$ cat src/rtl/keccak_pkg.sv
// keccak_pkg: shared types and constants for the Keccak-f[100] datapath.
//   k_lane         one lane, LANE_W bits
//   k_state        full state, indexed [y][x] (plane, sheet)
//   k_lane_idx     linear lane index x + 5*y
//   k_sqz_state_e  squeeze FSM states
package keccak_pkg;
    localparam int LANE_W    = 4;
    localparam int NUM_PLANE = 5;
    localparam int NUM_SHEET = 5;
    localparam int NUM_LANES = NUM_PLANE * NUM_SHEET;

    typedef logic [LANE_W-1:0] k_lane;
    typedef k_lane [NUM_PLANE-1:0][NUM_SHEET-1:0] k_state;
    typedef logic [4:0] k_lane_idx;

    typedef enum logic [0:0] {
        IDLE = 1'b0,
        EMIT = 1'b1
    } k_sqz_state_e;
endpackage

$ cat src/rtl/keccak_lane_sel.sv
// keccak_lane_sel: combinational 25:1 lane multiplexer, shared by the absorb
// and squeeze paths.
//   st_i    full state, indexed [y][x]
//   idx_i   linear lane index x + 5*y
//   lane_o  selected lane; zero for indices 25..31
import keccak_pkg::*;

module keccak_lane_sel (
    input  k_state    st_i,
    input  k_lane_idx idx_i,
    output k_lane     lane_o
);
    // Compare against every legal index rather than dividing by 5; the
    // comparison form maps to a flat mux with no divider.
    always_comb begin
        lane_o = '0;
        for (int y = 0; y < NUM_PLANE; y++) begin
            for (int x = 0; x < NUM_SHEET; x++) begin
                if (idx_i == k_lane_idx'(y * NUM_SHEET + x)) begin
                    lane_o = st_i[y][x];
                end
            end
        end
    end
endmodule

$ cat src/rtl/keccak_squeeze.sv
// keccak_squeeze: captures one permuted Keccak-f[100] state and streams its
// first len rate lanes, x-fastest within each plane, on a lane-wide stream.
//   clk, rst          clock, synchronous active-high reset
//   st_valid_i/st_ready_o  state input handshake (ready only in IDLE)
//   st_i, len_i       state and lane count, sampled on acceptance
//   lane_valid_o/lane_ready_i  lane output handshake
//   lane_o, lane_idx_o, lane_last_o  lane data, linear index, final-lane flag
//   dbg_state_o       current FSM state for observation
//
// Handshakes: a transfer happens on a rising edge where valid and ready are
// both 1. Valid never depends on ready, and payload holds stable while
// valid=1 and ready=0. st_ready_o is a pure function of the FSM state, so
// there is always one IDLE cycle between consecutive blocks.
import keccak_pkg::*;

module keccak_squeeze #(
    parameter int RATE_LANES = 4
) (
    input  logic         clk,
    input  logic         rst,
    input  logic         st_valid_i,
    output logic         st_ready_o,
    input  k_state       st_i,
    input  logic [4:0]   len_i,
    output logic         lane_valid_o,
    input  logic         lane_ready_i,
    output k_lane        lane_o,
    output k_lane_idx    lane_idx_o,
    output logic         lane_last_o,
    output k_sqz_state_e dbg_state_o
);
    localparam k_lane_idx RATE_LEN = k_lane_idx'(RATE_LANES);

    k_sqz_state_e r_state;
    k_state       r_state_q;
    k_lane_idx    r_len_q;
    k_lane_idx    r_cnt;

    k_lane_idx    w_len_eff;
    k_lane        w_lane;
    logic         w_last;
    logic         w_emit;

    // Zero or oversize requests fall back to the full rate.
    assign w_len_eff = ((len_i == 5'd0) || (len_i > RATE_LEN)) ? RATE_LEN : len_i;
    assign w_last    = (r_cnt == (r_len_q - 5'd1));
    assign w_emit    = (r_state == EMIT);

    keccak_lane_sel u_lane_sel (
        .st_i   (r_state_q),
        .idx_i  (r_cnt),
        .lane_o (w_lane)
    );

    always_ff @(posedge clk) begin
        if (rst) begin
            r_state   <= IDLE;
            r_state_q <= '0;
            r_len_q   <= '0;
            r_cnt     <= '0;
        end else begin
            case (r_state)
                IDLE: begin
                    if (st_valid_i) begin
                        r_state_q <= st_i;
                        r_len_q   <= w_len_eff;
                        r_cnt     <= '0;
                        r_state   <= EMIT;
                    end
                end
                EMIT: begin
                    if (lane_ready_i) begin
                        if (w_last) begin
                            r_cnt   <= '0;
                            r_state <= IDLE;
                        end else begin
                            r_cnt <= r_cnt + 5'd1;
                        end
                    end
                end
                default: r_state <= IDLE;
            endcase
        end
    end

    // All outputs decode directly from registers; payload is forced to zero
    // outside EMIT.
    assign st_ready_o   = !w_emit;
    assign lane_valid_o = w_emit;
    assign lane_o       = w_emit ? w_lane : '0;
    assign lane_idx_o   = w_emit ? r_cnt : '0;
    assign lane_last_o  = w_emit && w_last;
    assign dbg_state_o  = r_state;
endmodule

$ cat config.mk
export PLATFORM = sky130hd
export DESIGN_NAME = keccak_squeeze
export DESIGN_NICKNAME = d
export VERILOG_FILES = /design/src/rtl/keccak_pkg.sv /design/src/rtl/keccak_lane_sel.sv /design/src/rtl/keccak_squeeze.sv
export SDC_FILE = /design/constraint.sdc
export NUM_CORES = 1
export LEC_CHECK = 0
export CORE_MARGIN = 4
export CORE_UTILIZATION = 55
export CTS_CLUSTER_SIZE = 16
export DETAILED_ROUTE_END_ITERATION = 6
export PLACE_DENSITY = 0.85
export SLEW_MARGIN = 20
export SYNTH_ARGS = -nofsm -noshare
export SYNTH_HDL_FRONTEND = slang
export SYNTH_SLANG_ARGS = --single-unit
$ cat constraint.sdc
create_clock -name clk -period 3.6 [get_ports clk]
set_input_delay 0.36 -clock clk [delete_from_list [all_inputs] [get_ports clk]]
set_output_delay 0.36 -clock clk [all_outputs]
set_load 0.1 [all_outputs]
==> metrics, run 1 <==
crit path launch type flip-flop; Async S/R FF share, synth 0; clock network fraction of total power 0.273; Setup violations, final 0; maximum fanout along the worst path 22; clock sink count 111; routed length per placed instance 16.5 microns; standard cell with the maximum stage delay on the critical path sky130_fd_sc_hd__dfxtp_1; area enclosed by the die boundary 11900 sq um; Sequential Power Share 0.557; length of the first detailed-routing pass in iterations 5; Internal Dissipation 1760 uW; global-route wire length before repair 26500 microns; outcome finished, final reports clean; RSZ-0062 raised after global routing false; count of maximum capacitance violations 0; Overall Global Routing Usage 0.281; pin count of the biggest net entering global routing 63; grt met3 use 0.0485; delay-heaviest family, CP flip-flops; later-pin clock latency in the skew report 370 ps; endpoint required time on the critical path 3240 ps; met1 layer usage reported by global route 0.385; Crit path arrival time 3040 ps; Std-Cell Rows 36; worst min-delay path class reg2reg; clk_skew 13.2 ps; number of failing hold endpoints at the final stage 0; Syn Nets 906; reported net switching power 657 uW; category of the critical setup timing path reg2out; register bit count reported by yosys 111; reg-to-reg slack, setup 1080 ps; horizontal die dimension 109 microns; total power 2420 uW; # port buffers 121; number of buffers on the longest clock path 2; Max Freq 295 MHz; vias after detailed routing 5804; post-synth cell types 57; number of nets in the layout 985; area of the core 9860 sq um; cell type contributing the most total cell area after synthesis sky130_fd_sc_hd__dfxtp_1; post-synth top area share 0.394; met2 global-route usage 0.464; fraction of power consumed by combinational cells 0.169; pins over their slew limit 0; sw frac 0.272; number of antenna violations at the first check in global routing 0; transition at the pin with the smallest max-transition slack 971 ps; Antenna Cells 0; summed instance area of the synthesized netlist 5640 sq um; DRC Markers 0; cells along the critical path inv_1 -> ha_1 -> nand2_1 -> o21ai_0 -> a2111oi_0 -> o21a_1 -> o21ai_1 -> buf_12; clock transition at the registers of the reported paths 90 ps; global-route layer with the greatest usage met2; power density normalized to cell area 341 nW/um^2; effective utilization at floorplan 0.572; number of buffers inserted by post-CTS setup repair 0; final cycle utilization of the critical path 0.943; placer congestion estimate 0.907; total of hold buffers inserted after clock tree synthesis 0; Leak Pwr 0.00254 uW; final core utilization 0.718; worst ir drop on vdd 0.193 mV; min cycle time layout 3400 ps; multi-input gate area in the final layout 3080 sq um; antenna-violating nets left 0; CP Buf/Inv Count 2; count of routing violations after the opening detailed-route iteration 439; via-per-instance ratio 5.76; total overflow reported by the global router 0; worst relative slew slack 0.351; element type at the critical path end output pin; filler cell count 790; count of flip-flops with a built-in enable after synthesis 0; total number of yosys warnings 0; most common flop cell mapped by yosys sky130_fd_sc_hd__dfxtp_1; post-synthesis sequential area ratio 0.394; top-level I/O count 122; TritonCTS clock tree done; layout cells sized above 1 0.0618; maximum level of the CTS H-tree 3; number of buffers added by the clock tree synthesis step 9; synth top area cells sky130_fd_sc_hd__dfxtp_1 39%, sky130_fd_sc_hd__nand2_1 16%, sky130_fd_sc_hd__a21oi_1 13%; per-instance average area after synthesis 7.13 sq um; die height 109 microns; Mapped Cells 791; footprint of the flip-flops and latches 2220 sq um; Worst path max stage delay 850 ps; number of global-route vias before repair 5376; Resize count post-CTS 0; layout overhead on the synthesized area 25.7%; cell chosen for the clock root sky130_fd_sc_hd__clkbuf_8; detailed placement HPWL 12200 microns; routed wire length 16600 microns
[state kept, by name (all words and copies together) (netlist names)]
name         count
dbg_state_o      1
r_cnt            5
r_len_q          5
r_state_q      100
[synthesized netlist by cell type (all sizes together) (2+ instances only)]
cell	n
nand2	235
a21oi	141
dfxtp	111
clkbuf	48
nor2	32
inv	25
o21ai	20
buf	19
nor2b	15
nand3b	13
a221oi	11
nor3	11
a211oi	8
o22ai	8
nor3b	7
ha	6
o211ai	6
o221ai	6
nand3	5
a22oi	4
and3	4
o31ai	4
xor2	4
a2111oi	3
nor4	3
o21a	3
or3b	3
a21o	2
a22o	2
a2bb2oi	2
a311o	2
a31oi	2
and2	2
and3b	2
and4b	2
nand2b	2
nand4b	2
nor4b	2
o311ai	2
or2	2
xnor2	2
[routing by layer]
layer,vias to the layer above,part of all wire
li1,2855,-
met3,19,0.073
met1,2688,0.45
met2,242,0.47
met4,0,0.011
met5,-,0
[power by group through the flow]
stage / clock (uW) / combinational [uW] / sequential [uW]
2_1_floorplan: 0 / 226 / 1360
3_3_place_gp: 0 / 396 / 1370
3_5_place_dp: 0 / 407 / 1370
4_1_cts: 673 / 410 / 1350
5_1_grt: 719 / 450 / 1350
6_report: 660 / 410 / 1350
[worst paths after layout]
kind | start | endpoint | cells after the start
min reg2reg | r_state_q[78] | r_state_q[78] | 2
max | r_cnt[4] | lane_o[3] | 8
max reg2reg | dbg_state_o | r_state_q[97] | 5
min | r_state_q[78] | r_state_q[78] | 2
[through the flow]
stage	area (sq um)	setup slack (ps)	instances	setup TNS, ps	hold slack [ps]
after floorplan	5660	-236	791	-274	431
after global placement	6920	615	992	0	446
after detailed placement	6920	468	992	0	448
after CTS	7080	47.2	1007	0	461
after global routing	7080	2.41	1007	0	480
final	7080	205	1007	0	463
[cell usage in the layout (no fill, tap or decap), drive strengths merged, types with 3 or more instances in the layout]
master	count
a2111oi	3
a211oi	8
a21oi	141
a221oi	11
a22oi	4
and3	4
buf	25
clkbuf	14
clkdlybuf4s50	110
dfxtp	111
ha	6
inv	25
nand2	235
nand3	5
nand3b	13
nor2	32
nor2b	15
nor3	11
nor3b	7
nor4	3
o211ai	6
o21a	3
o21ai	20
o221ai	6
o22ai	8
o31ai	4
or3b	3
xor2	4
[area by class of cell]
| type | instances | share of cell area |
|---|---|---|
| multi-input combinational | 588 | 0.435 |
| sequential | 111 | 0.314 |
| timing repair buffer | 135 | 0.193 |
| tap | 133 | 0.0235 |
| clock buffer | 14 | 0.0215 |
| inverter | 25 | 0.0132 |
| clock inverter | 1 | 0.000706 |
[logic make-up after synthesis]
family | count (synthesis) | share of synthesized area
and+or+nand+nor | 346 | 0.275
AOI/OAI and AO/OA | 230 | 0.241
DFF | 111 | 0.394
buffers and inverters | 92 | 0.0664
xor gates and xnor gates | 6 | 0.00932
adders and majority gates | 6 | 0.0133
[worst min-delay path, stage by stage, from the launching register on]
cell	delay (ps)
sky130_fd_sc_hd__dfxtp_1	320
sky130_fd_sc_hd__nand2_1	50
sky130_fd_sc_hd__a21oi_1	50
Note: power is estimated with default switching activity, not from simulation.
==> run 2: changes to the inputs <==
Settings changed: ABC_AREA set to 0, CORE_UTILIZATION 55 to 51, PLACE_DENSITY 0.85 to 0.79.
Clock period 3.6 ns to 3.5 ns, I/O delays scaled along.
==> run 2 against run 1 <==
  * First-iteration DRC count grew 11%
  * Register-to-register slack about the same
  * Final area up 0.60%
  * Non-clock buffer count stayed put
  * Sequential share of layout area fell by 0.19 points
  * Critical endpoint is now lane_o[1]
  * Largest power group unchanged
  * Highest routed layer unchanged
==> metrics, run 2 (synthesis gave the netlist of run 1 again) <==
horizontal die dimension 113 microns (+3.6%); standard cell with the maximum stage delay on the critical path sky130_fd_sc_hd__a211oi_1; pin count of the biggest net entering global routing 71 (+13%); reg-to-reg slack, setup 1080 ps (about the same); worst ir drop on vdd 0.242 mV (+25%); commonest non-fill, non-tap cells in the layout 234 x sky130_fd_sc_hd__nand2_1, 141 x sky130_fd_sc_hd__a21oi_1, 111 x sky130_fd_sc_hd__dfxtp_1, 108 x sky130_fd_sc_hd__clkdlybuf4s50_1, 30 x sky130_fd_sc_hd__nor2_1; cell chosen for the clock root sky130_fd_sc_hd__clkbuf_8; area enclosed by the die boundary 12800 sq um (+7.3%); clock transition at the registers of the reported paths 90 ps (about the same); category of the critical setup timing path reg2out; register bank with the most flops r_state_q; Leak Pwr 0.00256 uW (+0.80%); number of buffers on the longest clock path 2 (unchanged); flip-flop count of the largest register, all copies and words added 100 (unchanged); worst setup slack after layout 188 ps (-16.7 ps); count of routing violations after the opening detailed-route iteration 488 (+11%); fraction of power consumed by combinational cells 0.164 (-0.005); total overflow reported by the global router 0 (unchanged); leading cell type in the layout, fill and taps excluded sky130_fd_sc_hd__nand2_1; maximum fanout along the worst path 19 (-14%); reported net switching power 694 uW (+5.6%); top-level I/O count 122 (unchanged); clock sink count 111 (unchanged); number of global-route vias before repair 5454 (+1.5%); Antenna Cells 0 (unchanged); number of buffers added by the clock tree synthesis step 9 (unchanged); Setup violations, final 0 (unchanged); top flop regs r_state_q x100, r_cnt x5, r_len_q x5; routed length per placed instance 16.1 microns (-2.5%); via-per-instance ratio 5.64 (-2.2%); count of maximum capacitance violations 0 (unchanged); Max Freq 302 MHz; filler-free cell count of the finished design 1014 (+0.70%); sw frac 0.271 (-0.000552); length of the first detailed-routing pass in iterations 5 (unchanged); maximum level of the CTS H-tree 3 (unchanged); area of the core 10800 sq um (+9.9%); Std-Cell Rows 38 (+5.6%); clk_skew 12.2 ps (-1.06 ps); layout cells sized above 1 0.0675 (+0.00572); vias after detailed routing 5716 (-1.5%); transition at the pin with the smallest max-transition slack 972 ps (+1.49 ps); DRC Markers 0 (unchanged); clock network fraction of total power 0.293 (+0.020); total power 2560 uW (+5.8%); delay-heaviest family, CP compound AO/OA/AOI/OAI gates; number of nets in the layout 985 (unchanged); TritonCTS clock tree done; worst min-delay path class reg2reg; detailed placement HPWL 11900 microns (-2.2%); power density normalized to cell area 359 nW/um^2 (+5.1%); die height 113 microns (+3.6%); routed wire length 16300 microns (-1.8%); final cycle utilization of the critical path 0.946; Sequential Power Share 0.542 (-0.015); CP Buf/Inv Count 3 (+1); worst relative slew slack 0.350 (-0.000997); Crit path arrival time 2960 ps (-80 ps); endpoint required time on the critical path 3150 ps (-90 ps); cells on worst reg2reg path 6 (+1); later-pin clock latency in the skew report 370 ps (about the same); number of failing hold endpoints at the final stage 0 (unchanged); layout overhead on the synthesized area 26.4%; cells along the critical path inv_1 -> ha_2 -> buf_4 -> nor2_1 -> a2111oi_0 -> o22ai_1 -> a211oi_1 -> nor3_4 -> buf_12; global-route wire length before repair 26600 microns (+0.42%); antenna-violating nets left 0 (unchanged); # port buffers 121 (unchanged); element type at the critical path end output pin; crit path launch type flip-flop; pins over their slew limit 0 (unchanged); outcome finished, final reports clean; effective utilization at floorplan 0.520 (-0.0515); hold depth 2 (unchanged); Worst path max stage delay 420 ps (-430 ps); worst setup slack before clock tree synthesis 433 ps (-35.6 ps); Inst Count DP 999 (+0.71%); number of antenna violations at the first check in global routing 0 (unchanged); Internal Dissipation 1860 uW (+5.9%); min cycle time layout 3310 ps; placer congestion estimate 0.912 (+0.54%); Overall Global Routing Usage 0.251 (-0.0301); number of cells on the critical path 9 (+1)
[run 2: changes by cell type in the layout (fill, tap and decap cells not counted), sizes merged]
cell	delta
buf	+2
bufinv	+1
clkbuf	-4
clkdlybuf4s50	-2
clkinvlp	+2
inv	+1
[run 2: what timing repair did]
| item | 4_1_cts | 5_1_grt |
|---|---|---|
| setup endpoints to repair | 0 | 4 |
| hold buffers | 0 | 0 |
| setup buffers | 0 | 0 |
| gates resized for setup | 0 | 4 |
[run 2: final timing paths]
check,start,to
worst max-delay path,r_cnt[1],lane_o[1]
worst max register to register,r_cnt[4],r_cnt[2]
worst min register to register,r_state_q[55],r_state_q[55]
worst min-delay path,r_state_q[55],r_state_q[55]
[run 2: power by group through the flow]
stage / combinational (uW) / clock (uW) / sequential (uW)
3_5_place_dp: 417 / 0 / 1410
6_report: 420 / 750 / 1390
2_1_floorplan: 234 / 0 / 1390
4_1_cts: 419 / 759 / 1380
5_1_grt: 463 / 809 / 1390
3_3_place_gp: 405 / 0 / 1410
[run 2: per-stage QoR]
stage | hold WS, ps | utilization | TNS [ps] | area [sq um]
floorplan | 431 | - | -475 | 5670
global placement | 442 | 0.639 | 0 | 6920
detailed placement | 451 | 0.639 | 0 | 6920
CTS | 464 | 0.656 | 0 | 7110
global route | 484 | 0.657 | -5.10 | 7130
finish | 461 | 0.657 | 0 | 7130
[run 2: worst min-delay path: stages (launching register included)]
cell and delay (ps):
sky130_fd_sc_hd__dfxtp_1 320, sky130_fd_sc_hd__nand2_1 50, sky130_fd_sc_hd__a21oi_1 50
[run 2: cell type report]
type                            count  area (sq um)
Timing Repair Buffer              135          1350
Clock buffer                       10           128
Clock inverter                      5          58.8
Tap cell                          140           175
Sequential cell                   111          2220
Inverter                           25          93.8
Multi-Input combinational cell    588          3100
Fill cell                         984          3710
[run 2: layer usage]
metal	wire, microns	global-route usage	up-vias
met5	0	0	-
met4	209	0.0617	0
met3	1060	0.0433	18
met2	7400	0.400	200
met1	7640	0.354	2644
li1	-	-	2854
==> run 3: changes to the inputs <==
Settings changed: PLACE_DENSITY 0.79 to 0.9, SETUP_SLACK_MARGIN set to 0.5.
==> run 3 against run 2 <==
  * Combinational power grew 6.4%
  * Global-route usage shrank 0.83 points
  * Non-clock buffer count is 12 higher
  * Register-to-register slack gained 30 ps
  * Sequential share of layout area is 1.1 points lower
  * Clock power rose by 5.7%
  * Setup slack gained 290 ps
  * Die area is the same
  * Final area grew 4.4%
  * Via count increased by 5.3%
  * First-iteration DRC count grew 45%
==> metrics, run 3 (synthesis gave the netlist of run 1 again) <==
power density normalized to cell area 353 nW/um^2 (-1.7%); layout cells sized above 1 0.113 (+0.0454); number of antenna violations at the first check in global routing 0 (unchanged); detailed placement HPWL 11100 microns (-7.1%); worst ir drop on vdd 0.245 mV (+1.3%); pins over their slew limit 0 (unchanged); top-level I/O count 122 (unchanged); Overall Global Routing Usage 0.242 (-0.00825); leading cell type in the layout, fill and taps excluded sky130_fd_sc_hd__nand2_1; routed length per placed instance 16.1 microns (-0.12%); post-route met1 wirelength 6810 microns (-11%); final sum of negative setup slack 0 ps (unchanged); element type at the critical path end output pin; hold depth 2 (unchanged); count of routing violations after the opening detailed-route iteration 707 (+45%); TritonCTS clock tree done; area of the core 10800 sq um (unchanged); later-pin clock latency in the skew report 370 ps (about the same); worst min-delay path class in2reg; global-route wire length before repair 25900 microns (-2.6%); min cycle time layout 3020 ps (-292 ps); RSZ-0062 raised after global routing true; commonest non-fill, non-tap cells in the layout 234 x sky130_fd_sc_hd__nand2_1, 138 x sky130_fd_sc_hd__a21oi_1, 110 x sky130_fd_sc_hd__clkdlybuf4s50_1, 105 x sky130_fd_sc_hd__dfxtp_1; Sequential Power Share 0.528 (-0.014); area enclosed by the die boundary 12800 sq um (unchanged); total of hold buffers inserted after clock tree synthesis 0 (unchanged); outcome finished, final reports clean; number of buffers on the longest clock path 2 (unchanged); vias after detailed routing 6021 (+5.3%); clock network fraction of total power 0.302 (+0.009); maximum level of the CTS H-tree 3 (unchanged); worst hold start rst; final cycle utilization of the critical path 0.863 (-0.0836); crit path launch type flip-flop; number of nets in the layout 997 (+1.2%); antenna-violating nets left 0 (unchanged); top flop regs r_state_q x100, r_cnt x5, r_len_q x5; transition at the pin with the smallest max-transition slack 972 ps (+0.0143 ps); Inst Count DP 998 (-0.10%); Max Freq 331 MHz (+9.7%); Std-Cell Rows 38 (unchanged); Routed met2 length 7830 microns (+5.9%); maximum fanout along the worst path 12 (-7); length of the first detailed-routing pass in iterations 7 (+2); die height 113 microns (unchanged); pin count of the biggest net entering global routing 63 (-11%); multi-input gate area in the final layout 3270 sq um (+5.3%); cell chosen for the clock root sky130_fd_sc_hd__clkbuf_8; total overflow reported by the global router 0 (unchanged); Setup violations, final 0 (unchanged); filler-free cell count of the finished design 1026 (+1.2%); layout overhead on the synthesized area 32.0%; number of buffers added by the clock tree synthesis step 9 (unchanged); register bank with the most flops r_state_q; Leak Pwr 0.00265 uW (+3.5%); category of the critical setup timing path reg2out; sw frac 0.274 (+0.00300); Crit path arrival time 2670 ps (-290 ps); effective utilization at floorplan 0.520 (unchanged); cells on worst reg2reg path 6 (unchanged); routed wire length 16500 microns (+1.1%); crit path launch r_cnt[1]; via-per-instance ratio 5.87 (+4.1%); footprint of the flip-flops and latches 2230 sq um (+0.56%); DRC Markers 0 (unchanged); # port buffers 121 (unchanged); count of maximum capacitance violations 0 (unchanged); highest metal layer with signal wires met4; detailed route wirelength on metal3 1480 microns (+40%); clock sink count 111 (unchanged); number of global-route vias before repair 5481 (+0.50%); reg2reg start r_cnt[2]; clk_skew 12.2 ps (+0.0143 ps); flip-flop count of the largest register, all copies and words added 100 (unchanged); horizontal die dimension 113 microns (unchanged); clock transition at the registers of the reported paths 110 ps (+20 ps); number of failing hold endpoints at the final stage 0 (unchanged); reported net switching power 720 uW (+3.8%); placer congestion estimate 0.913 (about the same); fraction of power consumed by combinational cells 0.170 (+0.006); filler cell count 886 (-10%); Antenna Cells 0 (unchanged); endpoint required time on the critical path 3150 ps (about the same); Internal Dissipation 1900 uW (+2.2%); worst relative slew slack 0.350 (about the same)
run 3: area by class of cell:
| type | count | share of cell area |
|---|---|---|
| clock buffers | 10 | 0.0185 |
| clock inverters | 5 | 0.00874 |
| inverters | 25 | 0.0141 |
| multi-input cells | 588 | 0.439 |
| flip-flops and latches | 111 | 0.300 |
| well taps | 140 | 0.0235 |
| repair buffers | 147 | 0.196 |
run 3: metrics by stage:
stage / util / area (sq um) / setup slack [ps] / hold WS [ps] / total power (uW)
after floorplan: - / 5750 / 511 / 431 / 1630
after global placement: 0.642 / 6960 / 536 / 443 / 1820
after detailed placement: 0.642 / 6960 / 496 / 449 / 1830
after CTS: 0.674 / 7300 / 482 / 457 / 2610
after global routing: 0.686 / 7440 / 383 / 475 / 2730
final: 0.686 / 7440 / 480 / 460 / 2620
run 3: worst paths after layout:
| check | to | slack, ps |
|---|---|---|
| hold reg to reg | r_state_q[8] | 460 |
| setup / recovery | lane_o[2] | 480 |
| setup reg to reg | r_cnt[2] | 1110 |
| hold / removal | dbg_state_o | 460 |
run 3: worst max-delay path, cell delays in order (launching register included):
cell	delay, ps
sky130_fd_sc_hd__dfxtp_4	430
sky130_fd_sc_hd__clkinvlp_4	160
sky130_fd_sc_hd__ha_4	220
sky130_fd_sc_hd__buf_4	190
sky130_fd_sc_hd__nand3b_1	190
sky130_fd_sc_hd__a211oi_2	250
sky130_fd_sc_hd__nor3_1	100
sky130_fd_sc_hd__o311ai_1	310
sky130_fd_sc_hd__and4_4	300
sky130_fd_sc_hd__buf_12	180
run 3: power groups by stage:
stage / registers [uW] / logic [uW] / clock network [uW]
after detailed placement: 1410 / 418 / 0
after global routing: 1390 / 488 / 847
after CTS: 1380 / 432 / 793
after floorplan: 1390 / 237 / 0
after global placement: 1410 / 410 / 0
final: 1390 / 447 / 793
run 3: what timing repair did:
| action | in CTS | in global routing |
|---|---|---|
| setup endpoints to repair | 4 | 4 |
| hold endpoints to repair | 0 | 0 |
| pin swaps | 6 | 10 |
| setup buffers | 7 | 6 |
| gates resized for setup | 19 | 23 |
run 3: per-layer routing:
metal,up-vias,global-route usage
li1,2877,-
met2,325,0.402
met4,0,0.0737
met3,48,0.0433
met1,2771,0.322
met5,-,0
